==> config.mk <==
export PLATFORM = sky130hd
export DESIGN_NAME = pool1_flat
export DESIGN_NICKNAME = d
export VERILOG_FILES = /design/src/rtl/npu_pkg.sv /design/src/rtl/pool1_if.sv /design/src/rtl/relu_quant.sv /design/src/rtl/pool1.sv /design/src/flat_wrapper.sv
export SDC_FILE = /design/constraint.sdc
export NUM_CORES = 1
export LEC_CHECK = 0
export CELL_PAD_IN_SITES_DETAIL_PLACEMENT = 1
export CELL_PAD_IN_SITES_GLOBAL_PLACEMENT = 1
export CORE_MARGIN = 4
export CORE_UTILIZATION = 48
export CTS_CLUSTER_SIZE = 20
export DETAILED_ROUTE_END_ITERATION = 6
export PLACE_DENSITY_LB_ADDON = 0.12
export SLEW_MARGIN = 20
export SYNTH_ARGS = -nofsm -noshare
export SYNTH_HDL_FRONTEND = slang
export SYNTH_SLANG_ARGS = --single-unit
==> constraint.sdc <==
create_clock -name clk -period 7.8 [get_ports clk]
set_input_delay 2.34 -clock clk [delete_from_list [all_inputs] [get_ports clk]]
set_output_delay 2.34 -clock clk [all_outputs]
set_load 0.03 [all_outputs]
==> src/rtl/npu_pkg.sv <==
`default_nettype none
// ============================================================================
// Module      : npu_pkg
// Description : Shared layer dimensions, pixel types and helpers for the NPU.
// Revision    : 1.0 - initial release
// ============================================================================
package npu_pkg;

    localparam int CONV1_OUT_H  = 14;
    localparam int CONV1_OUT_W  = 13;
    localparam int CONV1_CHAN   = 10;
    localparam int POOL1_OUT_H  = 7;
    localparam int POOL1_OUT_W  = 6;
    localparam int POOL1_SHIFT  = 4;
    localparam int POOL1_ADDR_W = 9;

    typedef logic        [7:0]  pix8_t;
    typedef logic signed [15:0] acc16_t;

    typedef enum logic [1:0] {
        S_IDLE = 2'd0,
        S_RUN  = 2'd1,
        S_DONE = 2'd2
    } pool1_state_t;

    function automatic pix8_t max_pix(input pix8_t a, input pix8_t b);
        return (a > b) ? a : b;
    endfunction

endpackage
`default_nettype wire

==> src/rtl/pool1_if.sv <==
`default_nettype none
// ============================================================================
// Module      : pool1_if
// Description : Conv-result input stream and addressed pooled-pixel output.
// Revision    : 1.0 - initial release
// ============================================================================
interface pool1_if;
    import npu_pkg::*;

    logic                    start;
    logic                    in_valid;
    acc16_t                  in_pixel;
    logic                    out_valid;
    pix8_t                   out_pixel;
    logic [POOL1_ADDR_W-1:0] out_addr;
    logic                    busy;
    logic                    done;

    modport master (
        output start, in_valid, in_pixel,
        input  out_valid, out_pixel, out_addr, busy, done
    );

    modport slave (
        input  start, in_valid, in_pixel,
        output out_valid, out_pixel, out_addr, busy, done
    );

endinterface
`default_nettype wire

==> src/rtl/relu_quant.sv <==
`default_nettype none
// ============================================================================
// Module      : relu_quant
// Description : ReLU plus right-shift requantisation to saturated 8-bit.
// Revision    : 1.0 - initial release
// ============================================================================
module relu_quant
    import npu_pkg::*;
#(
    parameter int SHIFT = POOL1_SHIFT
) (
    input  acc16_t i_pixel,
    output pix8_t  o_q
);

    acc16_t w_shifted;

    always_comb begin
        w_shifted = i_pixel >>> SHIFT;
        if (i_pixel[15]) begin
            o_q = '0;
        end else if (|w_shifted[15:8]) begin
            o_q = 8'hFF;
        end else begin
            o_q = w_shifted[7:0];
        end
    end

endmodule
`default_nettype wire

==> src/rtl/pool1.sv <==
`default_nettype none
// ============================================================================
// Module      : pool1
// Description : ReLU/requantise and 2x2 stride-2 max-pool of conv1 results.
// Revision    : 1.0 - initial release
// ============================================================================
module pool1
    import npu_pkg::*;
#(
    parameter int IN_H  = CONV1_OUT_H,
    parameter int IN_W  = CONV1_OUT_W,
    parameter int CHAN  = CONV1_CHAN,
    parameter int SHIFT = POOL1_SHIFT,
    parameter int OUT_H = IN_H / 2,
    parameter int OUT_W = IN_W / 2
) (
    input  logic   clk,
    input  logic   rst,
    pool1_if.slave bus
);

    localparam int c_col_w = (IN_W  > 1) ? $clog2(IN_W)  : 1;
    localparam int c_row_w = (IN_H  > 1) ? $clog2(IN_H)  : 1;
    localparam int c_ch_w  = (CHAN  > 1) ? $clog2(CHAN)  : 1;
    localparam int c_idx_w = (OUT_W > 1) ? $clog2(OUT_W) : 1;

    localparam logic [c_col_w-1:0] c_col_last = c_col_w'(IN_W - 1);
    localparam logic [c_row_w-1:0] c_row_last = c_row_w'(IN_H - 1);
    localparam logic [c_ch_w-1:0]  c_ch_last  = c_ch_w'(CHAN - 1);

    pool1_state_t              r_state_q,     w_state_d;
    logic [c_col_w-1:0]        r_col_q,       w_col_d;
    logic [c_row_w-1:0]        r_row_q,       w_row_d;
    logic [c_ch_w-1:0]         r_ch_q,        w_ch_d;
    logic [POOL1_ADDR_W-1:0]   r_out_cnt_q,   w_out_cnt_d;
    pix8_t                     r_hold_q,      w_hold_d;
    pix8_t [OUT_W-1:0]         r_rowbuf_q,    w_rowbuf_d;
    logic                      r_out_valid_q, w_out_valid_d;
    pix8_t                     r_out_pixel_q, w_out_pixel_d;
    logic [POOL1_ADDR_W-1:0]   r_out_addr_q,  w_out_addr_d;

    pix8_t                     w_q;
    logic [c_idx_w-1:0]        w_idx;
    logic                      w_in_win;
    logic                      w_last_beat;

    relu_quant #(
        .SHIFT (SHIFT)
    ) u_relu_quant (
        .i_pixel (bus.in_pixel),
        .o_q     (w_q)
    );

    // Trailing odd column/row has no partner and never enters a window.
    assign w_in_win    = (int'(r_col_q) < 2 * OUT_W) && (int'(r_row_q) < 2 * OUT_H);
    assign w_idx       = c_idx_w'(r_col_q >> 1);
    assign w_last_beat = (r_col_q == c_col_last) && (r_row_q == c_row_last) &&
                         (r_ch_q == c_ch_last);

    always_comb begin
        w_state_d     = r_state_q;
        w_col_d       = r_col_q;
        w_row_d       = r_row_q;
        w_ch_d        = r_ch_q;
        w_out_cnt_d   = r_out_cnt_q;
        w_hold_d      = r_hold_q;
        w_rowbuf_d    = r_rowbuf_q;
        w_out_valid_d = 1'b0;
        w_out_pixel_d = r_out_pixel_q;
        w_out_addr_d  = r_out_addr_q;

        unique case (r_state_q)
            S_IDLE: begin
                if (bus.start) begin
                    w_state_d   = S_RUN;
                    w_col_d     = '0;
                    w_row_d     = '0;
                    w_ch_d      = '0;
                    w_out_cnt_d = '0;
                end
            end
            S_RUN: begin
                if (bus.in_valid) begin
                    if (r_col_q == c_col_last) begin
                        w_col_d = '0;
                        if (r_row_q == c_row_last) begin
                            w_row_d = '0;
                            w_ch_d  = (r_ch_q == c_ch_last) ? '0 : r_ch_q + c_ch_w'(1);
                        end else begin
                            w_row_d = r_row_q + c_row_w'(1);
                        end
                    end else begin
                        w_col_d = r_col_q + c_col_w'(1);
                    end

                    if (w_in_win) begin
                        if (!r_col_q[0]) begin
                            w_hold_d = w_q;
                        end else if (!r_row_q[0]) begin
                            w_rowbuf_d[w_idx] = max_pix(r_hold_q, w_q);
                        end else begin
                            w_out_valid_d = 1'b1;
                            w_out_pixel_d = max_pix(max_pix(r_rowbuf_q[w_idx], r_hold_q), w_q);
                            w_out_addr_d  = r_out_cnt_q;
                            w_out_cnt_d   = r_out_cnt_q + POOL1_ADDR_W'(1);
                        end
                    end

                    if (w_last_beat) begin
                        w_state_d = S_DONE;
                    end
                end
            end
            S_DONE: begin
                w_state_d = S_IDLE;
            end
            default: begin
                w_state_d = S_IDLE;
            end
        endcase
    end

    always_ff @(posedge clk) begin
        if (rst) begin
            r_state_q     <= S_IDLE;
            r_col_q       <= '0;
            r_row_q       <= '0;
            r_ch_q        <= '0;
            r_out_cnt_q   <= '0;
            r_hold_q      <= '0;
            r_rowbuf_q    <= '0;
            r_out_valid_q <= 1'b0;
            r_out_pixel_q <= '0;
            r_out_addr_q  <= '0;
        end else begin
            r_state_q     <= w_state_d;
            r_col_q       <= w_col_d;
            r_row_q       <= w_row_d;
            r_ch_q        <= w_ch_d;
            r_out_cnt_q   <= w_out_cnt_d;
            r_hold_q      <= w_hold_d;
            r_rowbuf_q    <= w_rowbuf_d;
            r_out_valid_q <= w_out_valid_d;
            r_out_pixel_q <= w_out_pixel_d;
            r_out_addr_q  <= w_out_addr_d;
        end
    end

    assign bus.out_valid = r_out_valid_q;
    assign bus.out_pixel = r_out_pixel_q;
    assign bus.out_addr  = r_out_addr_q;
    assign bus.busy      = (r_state_q == S_RUN);
    assign bus.done      = (r_state_q == S_DONE);

endmodule
`default_nettype wire
==> src/flat_wrapper.sv <==
// flat-port wrapper written by rule: the top's interface ports become plain ports
module pool1_flat import npu_pkg::*;
#(
    parameter int IN_H  = CONV1_OUT_H,
    parameter int IN_W  = CONV1_OUT_W,
    parameter int CHAN  = CONV1_CHAN,
    parameter int SHIFT = POOL1_SHIFT,
    parameter int OUT_H = IN_H / 2,
    parameter int OUT_W = IN_W / 2
)
  (clk, rst, bus_start, bus_in_valid, bus_in_pixel, bus_out_valid, bus_out_pixel, bus_out_addr, bus_busy, bus_done);
  pool1_if bus_i ();
  input  logic clk;
  input  logic rst;
  input wire logic [$bits(bus_i.start)-1:0] bus_start;
  input wire logic [$bits(bus_i.in_valid)-1:0] bus_in_valid;
  input wire logic [$bits(bus_i.in_pixel)-1:0] bus_in_pixel;
  output wire logic [$bits(bus_i.out_valid)-1:0] bus_out_valid;
  output wire logic [$bits(bus_i.out_pixel)-1:0] bus_out_pixel;
  output wire logic [$bits(bus_i.out_addr)-1:0] bus_out_addr;
  output wire logic [$bits(bus_i.busy)-1:0] bus_busy;
  output wire logic [$bits(bus_i.done)-1:0] bus_done;
  assign bus_i.start = bus_start;
  assign bus_i.in_valid = bus_in_valid;
  assign bus_i.in_pixel = bus_in_pixel;
  assign bus_out_valid = bus_i.out_valid;
  assign bus_out_pixel = bus_i.out_pixel;
  assign bus_out_addr = bus_i.out_addr;
  assign bus_busy = bus_i.busy;
  assign bus_done = bus_i.done;
  pool1 #(.IN_H(IN_H), .IN_W(IN_W), .CHAN(CHAN), .SHIFT(SHIFT), .OUT_H(OUT_H), .OUT_W(OUT_W)) u_core (.clk(clk), .rst(rst), .bus(bus_i));
endmodule
# Yosys cells after proc, flatten, opt, wreduce, memory -nomap -nowiden
# Index checks and enable logic that the tools add are counted.
[word_totals] word_cells=94 reg_bits=97
[classes] order_cmp=7 bitwise=5 n_eq_ne=13 add_sub_neg=4 n_mux=34 reduce_logical=16
[ops] operator="2-to-1 mux 8 bit" count=7
[ops] operator="bitwise mux 48 bit" count=1
[ops] operator="2-to-1 mux 9 bit" count=5
[ops] operator="2-to-1 mux 4 bit" count=10
[ops] operator="binary-select mux 8 bit (select 3 bit)" count=1
[ops] operator="demux 8 bit (select 3 bit)" count=1
[ops] operator="greater-than comparator 8 bit" count=3
[ops] operator="case mux 4 bit (2 select lines)" count=3
[ops] operator="case mux 9 bit (2 select lines)" count=1
[ops] operator="AND reduction 5 bit" count=3
[ops] operator="adder 4 x 1 -> 4 bit (second input constant)" count=3
[ops] operator="== test 4 bit (second input constant)" count=3
[ops] operator="!= test 2 x 1 -> 1 bit (second input constant)" count=6
[ops] operator="adder 9 x 1 -> 9 bit (second input constant)" count=1
[ops] operator="< comparator 4 bit (second input constant)" count=2
[ops] operator="AND reduction 4 bit" count=2
[ops] operator="2-to-1 mux 2 bit" count=3
[ops] operator="AND reduction 3 bit" count=2
[ops] operator="AND reduction 6 bit" count=1
[ops] operator="NOT 1 bit" count=5
[ops] operator="OR reduction 5 bit" count=1
[ops] operator="logical AND 1 bit" count=4
[ops] operator="< comparator 3 x 4 -> 1 bit (second input constant)" count=1
[ops] operator="!= test 2 bit (second input constant)" count=2
[ops] operator="8 further kinds" count=8

# Logic depth before layout (Yosys ltp)
# Gate-level depths: netlist of the first run.
[depth] ltp_word=6 depth_mapped=23 depth_no_buf=17

# Hierarchy
# From an unflattened synthesis of the first run, not the netlist that was laid out.
[unflattened] cells_unflattened=530 hier_area_um2=4994.8
[modules_own_cells] mod="pool1" area_each_um2=4902.2 cells_each=511 seq_area_each_um2=1941.9 n_inst=1
[modules_own_cells] mod="relu_quant" area_each_um2=92.6 cells_each=19 seq_area_each_um2=0.0 n_inst=1

# Worst setup path before layout of the first run
# OpenSTA, ideal clock, no wires.
[synth_timing] kind="input -> register" start="input bus_in_pixel[13]" end="register u_core.r_rowbuf_q[38] in the netlist's numbering" setup_ns=0.138 cell_stages=12 arrival_time_ns=4.593 path_slack_ns=3.069 path_buffers=1 cell_sequence="or3_1 -> clkbuf_1 -> nor2_1 -> nor2_1 -> inv_1 -> ha_1 -> nor2b_1 -> o211ai_1 -> a21oi_1 -> o22ai_2 -> mux2i_1 -> a211oi_1"
[synth_via] elab_chain_len=6
[synth_lines] item="start, declared" line="flat_wrapper.sv:17" source="input wire logic [$bits(bus_i.in_pixel)-1:0] bus_in_pixel;"
[synth_lines] item="OR reduction 4 bit *" line="relu_quant.sv:22" source="end else if (|w_shifted[15:8]) begin"
[synth_lines] item="2-to-1 mux 8 bit *" line="relu_quant.sv:22"
[synth_lines] item="2-to-1 mux 8 bit *" line="relu_quant.sv:20" source="if (i_pixel[15]) begin"
[synth_lines] item="greater-than comparator 8 bit" line="npu_pkg.sv:27" source="return (a > b) ? a : b;"
[synth_lines] item="2-to-1 mux 8 bit *" line="npu_pkg.sv:27"
[synth_lines] item="bitwise mux 48 bit *" line="pool1.sv:100" source="w_rowbuf_d[w_idx] = max_pix(r_hold_q, w_q);"
[synth_lines] item="end signal, assigned" line="pool1.sv:142" source="r_rowbuf_q <= w_rowbuf_d;"
[synth_lines] item="end, declared" line="pool1.sv:37" source="pix8_t [OUT_W-1:0] r_rowbuf_q, w_rowbuf_d;"
# Mark *: on every way between the ends. The rest lies on a longest branch, timed or not.
# A chain may end at the register's enable or synchronous reset.

# Final worst setup path of the first run
[layout_timing] start="input bus_in_pixel[12]" end="register u_core.r_rowbuf_q[44] in the netlist's numbering"
# The elaborated chain is that of the path after synthesis.

==> summary.txt, run 1 <==
Outcome
  • Status: completed

Die
  • Core Area: between 10000 and 15000 µm²
  • Initial Utilization: between 40% and 50%
  • Die area: between 10000 and 15000 µm²
  • Rows: 37
  • Num ports: 40
  • Die width: approximately 110 µm
  • Die Span Y: 110.5 µm

Min path
  • Worst hold path depth: 2
  • Critical hold path startpoint: u_core.bus.out_addr[1]
  • Hold WC Path Type: flop to flop
  • Hold Path Sink: u_core.bus.out_addr[1]

Setup path
  • Worst r2r src: u_core.r_col_q[2]
  • R2r endpoint: u_core.bus.out_pixel[6]
  • Crit-path max FO: 8
  • Reg2reg path depth: 17
  • Startpoint class of the critical path: input port
  • Crit path required time: between 8 and 9 ns
  • CP arrival: approximately 5.6 ns
  • Flop2flop setup slack: 2.55 ns
  • Worst Path Class, Setup: input port to flop
  • Type of destination of the critical path: flop

Final layout
  • Final net count: 650
  • Final core utilization: a little over half
  • Antenna Cells: 0
  • Share of layout cells above drive strength 1: under 10%
  • Finished Layout Cells: 743
  • Syn-to-layout area delta: 11.14%

Place
  • Placed Cells incl. Taps: between 700 and 800
  • DP Wirelength: between 9 and 10 mm
  • RePlAce Congestion: 0.8744
  • Setup Slack @ Placement: 2.042 ns
  • # port buffers: 35

Detailed routing
  • Drt total wl: 13.07 mm
  • DR iter-0 viols: roughly 220
  • Avg WL per Cell: 17.59 µm
  • Via-to-Cell Ratio: 5.744
  • TritonRoute pass-1 iters: 4
  • Post-route ant nets: 0
  • Vias: 4268
  • Drc violations: 0

Pwr
  • Pwr dens: ~180 nW/µm²
  • Pwr Total: 1.017 mW
  • Combinational share of power: 20.2%
  • Internal power: 699.1 µW
  • Clock power frac: approximately 30%
  • Flop pwr share: 50.0%
  • Static Leak: 1.936 nW
  • Peak VDD IR: 0.1261 mV
  • Sw Share: 31.28%
  • Psw: 318.2 µW

STA
  • RSZ-0062 raised after global routing: false
  • Relative slew slack: 30.00%
  • Slew @ Worst Pin: between 1 and 1.5 ns
  • Fin crit period: 5.337 ns
  • Setup-failing EPs final: 0
  • Final worst setup slack: around 2.5 ns
  • Fin. Hold Viols: 0
  • Setup TNS: 0 ns
  • Fin Clk Skew: 0.01534 ns
  • Pins Over Slew Limit: 0
  • Final Cycle Share: 68.42%
  • Fmax: 0.1874 GHz

Clocking
  • Post-CTS Hold Buffers: 0
  • Clock Tree Buf Depth: 2
  • Reg clk slew, reported paths: about 0.090 ns
  • Root buffer cell: clkbuf_8
  • PostCTS Resize Cnt: 0
  • TritonCTS clock tree: done
  • # Post-CTS Setup Buffers: 0
  • Clk_lat worst skew: 0.39 ns
  • H-tree levels: 3
  • Sink Count: slightly below 100
  • CTS buffer count: 9

Flow run
  • # Max-Cap Violations: 0

Logic synthesis
  • Seq/Total Area, Yosys: 38.49%
  • Commonest cells in the netlist: nor2_1, dfxtp_1, a211oi_1
  • Netlist cell types: just under 60
  • Yosys Warn Count: 0
  • Area leader, netlist: dfxtp_1
  • Syn Nets: about 640
  • Synth Flop Type: dfxtp_1
  • Async set-reset flop share out of synthesis: 0%
  • Post-synth EDFFs: 0
  • Post-Synthesis Cells: 588
  • Top post-synthesis cells by area: dfxtp_1, nor2_1, a211oi_1, ha_1, mux2i_1
  • Syn Area/Cell: 8.580 µm²
  • Top-count cell post-synth: nor2_1
  • Mapped cell area: 5045 µm²
  • Synth top area share: 38.49%
  • #FFs+latches synth: 97

GRT
  • Largest net degree at the start of global routing: 86
  • Number of global-route vias before repair: approximately 4500
  • Total Routing Usage GR: between 20% and 30%
  • First-pass GRT wire length: 22.05 mm
  • Total grt overflow: 0
  • Initial antenna violation count: 0
[critical path: stages]
cell and delay, ns:
clkdlybuf4s50_1 0.45, or3_1 0.25, nor2_1 0.07, nor2_1 0.32, inv_1 0.13, ha_1 0.32
nor2b_1 0.14, o211ai_1 0.19, a21oi_1 0.11, o22ai_2 0.46, mux2i_1 0.61, a211oi_1 0.16
[how the worst max path moves through the flow]
| stage | from | end | slack, ns | cells past startpoint |
|---|---|---|---|---|
| after floorplan | bus_in_pixel[13] | u_core.r_rowbuf_q[38] | 3.07 | 12 |
| after global placement | bus_in_pixel[13] | u_core.r_rowbuf_q[34] | 2.18 | 12 |
| after detailed placement | bus_in_pixel[12] | u_core.r_rowbuf_q[44] | 2.04 | 12 |
| after CTS | bus_in_pixel[12] | u_core.r_rowbuf_q[44] | 2.44 | 12 |
| after global routing | u_core.r_col_q[3] | u_core.bus.out_pixel[3] | 2.15 | 17 |
| final | bus_in_pixel[12] | u_core.r_rowbuf_q[44] | 2.46 | 12 |
[layer usage]
layer | routed length (µm) | vias to the layer above | GRT usage, %
li1 | - | 2125 | -
met1 | 5661 | 2074 | 25.64
met2 | 6759 | 54 | 40.17
met3 | 488 | 15 | 4.986
met4 | 163 | 0 | 5.747
met5 | 0 | - | 0
[power groups by stage]
stage | clock [mW] | combinational, mW | sequential (mW)
6_report | 0.303 | 0.205 | 0.509
5_1_grt | 0.334 | 0.227 | 0.511
4_1_cts | 0.313 | 0.204 | 0.509
3_5_place_dp | 0 | 0.203 | 0.521
3_3_place_gp | 0 | 0.195 | 0.520
2_1_floorplan | 0 | 0.153 | 0.517
[kinds of logic (layout without fill, tap and decap cells)]
group,Yosys count,count (layout),synth area share (%)
simple gates,213,213,20.36
compound gates,144,144,19.12
flops,97,97,38.49
buf+inv,60,79,4.811
mux,36,36,8.532
fa+ha+maj,28,28,6.945
xor+xnor,10,10,1.736
[through the flow]
stage | hold WS, ns | area (µm²)
after floorplan | 0.4409 | 5045
after global placement | 0.4422 | 5435
after detailed placement | 0.4486 | 5435
after CTS | 0.4608 | 5607
after global routing | 0.4819 | 5607
final | 0.4594 | 5607
[cell usage in the layout, fill, tap and decap left out, drive strengths merged, types with 5 or more instances in the layout]
master and count:
o21ai 14, mux4 5, a211oi 53, clkbuf 12, nor2b 7, dfxtp 97
mux2i 25, clkdlybuf4s50 34, o211ai 9, nand4 8, inv 24, a21oi 43
nor2 108, ha 28, nor3 10, nand3 11, xor2 8, nand3b 6
nand2 38, mux2 6, o21a 7
[flip-flops by register name (all words and copies together), names as in the netlist]
register / count
u_core.r_out_cnt_q: 9
u_core.r_state_q: 2
u_core.bus.out_addr: 9
u_core.r_row_q: 4
u_core.r_col_q: 4
u_core.r_rowbuf_q: 48
u_core.r_ch_q: 4
u_core.bus.out_pixel: 8
u_core.r_hold_q: 8
u_core.bus.out_valid: 1
[area by class of cell]
cell class | instances | area [µm²]
Tap cell | 136 | 170.2
Timing Repair Buffer | 38 | 367.9
Clock inverter | 4 | 26.28
Multi-Input combinational cell | 431 | 2860
Fill cell | 1227 | 4671
Sequential cell | 97 | 1942
Clock buffer | 12 | 145.1
Inverter | 25 | 95.09
Power figures use the tool's default switching activity.
==> run 2: changes to the inputs <==
CORE_UTILIZATION = 44   (was 48)
clock period = 5.1 ns   (was 7.8 ns; I/O delays follow)
==> summary.txt, run 2 (synthesized netlist as in run 1, its figures left out) <==
Detailed routing
  • Drt total wl: 13.32 mm (+1.9%)
  • TritonRoute pass-1 iters: 6 (+2)
  • Vias: 4266 (-0.047%)
  • Avg WL per Cell: 17.46 µm (-0.78%)
  • Drc violations: 0 (unchanged)
  • Post-route ant nets: 0 (unchanged)
  • Via-to-Cell Ratio: 5.591 (-2.7%)
  • DR iter-0 viols: 222 (+2.3%)

Setup path
  • CP arrival: 5.00 ns (-0.56 ns)
  • Reg2reg path depth: 16 (-1)
  • Crit-path max FO: 15 (+7)
  • Crit path from: u_core.r_col_q[1]
  • Largest delay share family, worst path: compound AO/OA/AOI/OAI gates
  • Worst r2r src: u_core.r_col_q[1]
  • Type of destination of the critical path: flop
  • Startpoint class of the critical path: flop
  • CP max stage cell: dfxtp_2
  • CP peak stage delay: 0.57 ns (-0.04 ns)
  • Crit path required time: 5.36 ns (-2.67 ns)
  • Instance count on the critical path: 16 (+4)
  • WP buf/inv: 0 (-2)
  • Cell repeated most along the worst path: nor2_1
  • Worst Path Class, Setup: flop to flop
  • CP Cell Sequence: mux2_1 -> a22oi_1 -> o22ai_1 -> ha_1 -> a211oi_1 -> nor2_1 -> o31a_1 -> and2_1 -> o21a_1 -> ha_1 -> nand4_1 -> nor2_1 -> a21oi_1 -> nor2_1 -> a21oi_1 -> a211oi_1

Clocking
  • H-tree levels: 3 (unchanged)
  • Clk_lat worst skew: 0.35 ns (-0.04 ns)
  • Clock Tree Buf Depth: 2 (unchanged)
  • Reg clk slew, reported paths: 0.07 ns (-0.02 ns)
  • CTS buffer count: 9 (unchanged)
  • Root buffer cell: clkbuf_16
  • TritonCTS clock tree: done
  • Sink Count: 97 (unchanged)

GRT
  • First-pass GRT wire length: 22.38 mm (+1.5%)
  • Total grt overflow: 0 (unchanged)
  • Total Routing Usage GR: 21.37% (-0.57 points)
  • Number of global-route vias before repair: 4431 (-1.1%)
  • Largest net degree at the start of global routing: 51 (-41%)
  • Initial antenna violation count: 0 (unchanged)

Final layout
  • Most frequent cells in the layout: nor2_1, dfxtp_1, a211oi_1
  • Largest Register: u_core.r_rowbuf_q
  • Max reg flops: 48 (unchanged)
  • Finished Layout Cells: 763 (+2.7%)
  • Final core utilization: 52.97% (-1.6 points)
  • Fillers: 1311 (+6.8%)
  • Antenna Cells: 0 (unchanged)
  • Syn-to-layout area delta: 15.82%
  • Commonest non-fill, non-tap cell in the layout: nor2_1
  • Final net count: 666 (+2.5%)
  • Share of layout cells above drive strength 1: 9.470% (+3.0 points)

Min path
  • Worst hold path depth: 2 (unchanged)
  • Critical hold path startpoint: u_core.bus.out_addr[4]
  • Hold WC Path Type: flop to flop

Die
  • Die width: 115.1 µm (+4.1%)
  • Initial Utilization: 45.74% (-3.4 points)
  • Num ports: 40 (unchanged)
  • Die area: 13240 µm² (+8.4%)
  • Die Span Y: 115.1 µm (+4.1%)
  • Rows: 38 (+2.7%)
  • Core Area: 11030 µm² (+7.3%)

STA
  • Fin. Hold Viols: 0 (unchanged)
  • Setup TNS: 0 ns (unchanged)
  • Setup-failing EPs final: 0 (unchanged)
  • Final Cycle Share: 93.06%
  • Fin crit period: 4.746 ns
  • Slew @ Worst Pin: 1.099 ns (+0.05299 ns)
  • Relative slew slack: 26.45% (-3.5 points)
  • Fmax: 0.2107 GHz
  • RSZ-0062 raised after global routing: false
  • Pins Over Slew Limit: 0 (unchanged)
  • Fin Clk Skew: 0.005233 ns (-0.01011 ns)

Flow run
  • # Max-Cap Violations: 0 (unchanged)

Pwr
  • Peak VDD IR: 0.2363 mV (+87%)
  • Pwr dens: 299.0 nW/µm² (+65%)
  • Static Leak: 2.059 nW (+6.3%)

Place
  • # port buffers: 35 (unchanged)
  • RePlAce Congestion: 0.8239 (-5.8%)
  • Placed Cells incl. Taps: 747 (+2.8%)
  • DP Wirelength: 9.684 mm (+3.6%)

Outcome
  • Status: completed
run 2: changes by cell type in the layout (fill, tap and decap cells not counted):
cell,delta
buf_4,+16
clkbuf_1,-2
clkbuf_16,+9
clkbuf_8,-9
clkinvlp_4,+2
dfxtp_1,-2
dfxtp_2,+2
run 2: worst paths after layout:
kind / end / slack, ns
min: u_core.bus.out_addr[4] / 0.46
max reg2reg: u_core.bus.out_pixel[4] / 0.35
min reg2reg: u_core.bus.out_addr[4] / 0.46
max: u_core.bus.out_pixel[4] / 0.35
run 2: stage by stage:
| stage | hold WS [ns] | area (µm²) | total power [mW] | setup WS [ns] |
|---|---|---|---|---|
| CTS | 0.4620 | 5841 | 1.768 | 0.1249 |
| global route | 0.4884 | 5843 | 1.841 | 0.09045 |
| global placement | 0.4408 | 5560 | 1.109 | 0.2545 |
| detailed placement | 0.4529 | 5560 | 1.120 | 0.1742 |
| floorplan | 0.4409 | 5045 | 1.026 | 0.6741 |
| finish | 0.4582 | 5843 | 1.747 | 0.3541 |
run 2: repair_timing:
item,CTS,global route
gates resized for setup,0,2
setup endpoints to repair,0,8
hold buffers,0,0
buffers inserted,0,0
run 2: final cells by class:
| class | count | area, µm² | area share (%) |
|---|---|---|---|
| Clock buffer | 10 | 239.0 | 4.090 |
| Clock inverter | 6 | 41.29 | 0.7066 |
| Inverter | 25 | 95.09 | 1.627 |
| Multi-Input combinational cell | 431 | 2860 | 48.95 |
| Sequential cell | 97 | 1944 | 33.28 |
| Tap cell | 140 | 175.2 | 2.998 |
| Timing Repair Buffer | 54 | 488.0 | 8.351 |
run 2: worst reg2reg max path, stage by stage (launching register included):
cell and delay (ns):
dfxtp_2 0.57, mux2_1 0.37, a22oi_1 0.16, o22ai_1 0.18, ha_1 0.34, a211oi_1 0.28, nor2_1 0.10, o31a_1 0.36
and2_1 0.37, o21a_1 0.25, ha_1 0.31, nand4_1 0.15, nor2_1 0.18, a21oi_1 0.07, nor2_1 0.52, a21oi_1 0.17
a211oi_1 0.28
run 2: per-layer routing:
layer | GRT usage [%] | up-vias | wire length, µm
li1 | - | 2150 | -
met1 | 27.48 | 2067 | 6298
met5 | 0 | - | 0
met2 | 36.92 | 37 | 6490
met4 | 5.399 | 0 | 145
met3 | 4.053 | 12 | 385
run 2: report_power, final:
part / switching, mW / leakage [nW] / internal, mW
clock: 0.298 / 0.131 / 0.344
combinational: 0.200 / 1.15 / 0.124
sequential: 0.0153 / 0.783 / 0.765
total: 0.513 / 2.06 / 1.23
==> run 3: changes to the inputs <==
TNS_END_PERCENT = 100   (was unset)
==> results of run 3 <==
Same layout as run 2: the final DEF is identical, and so are final timing and power.
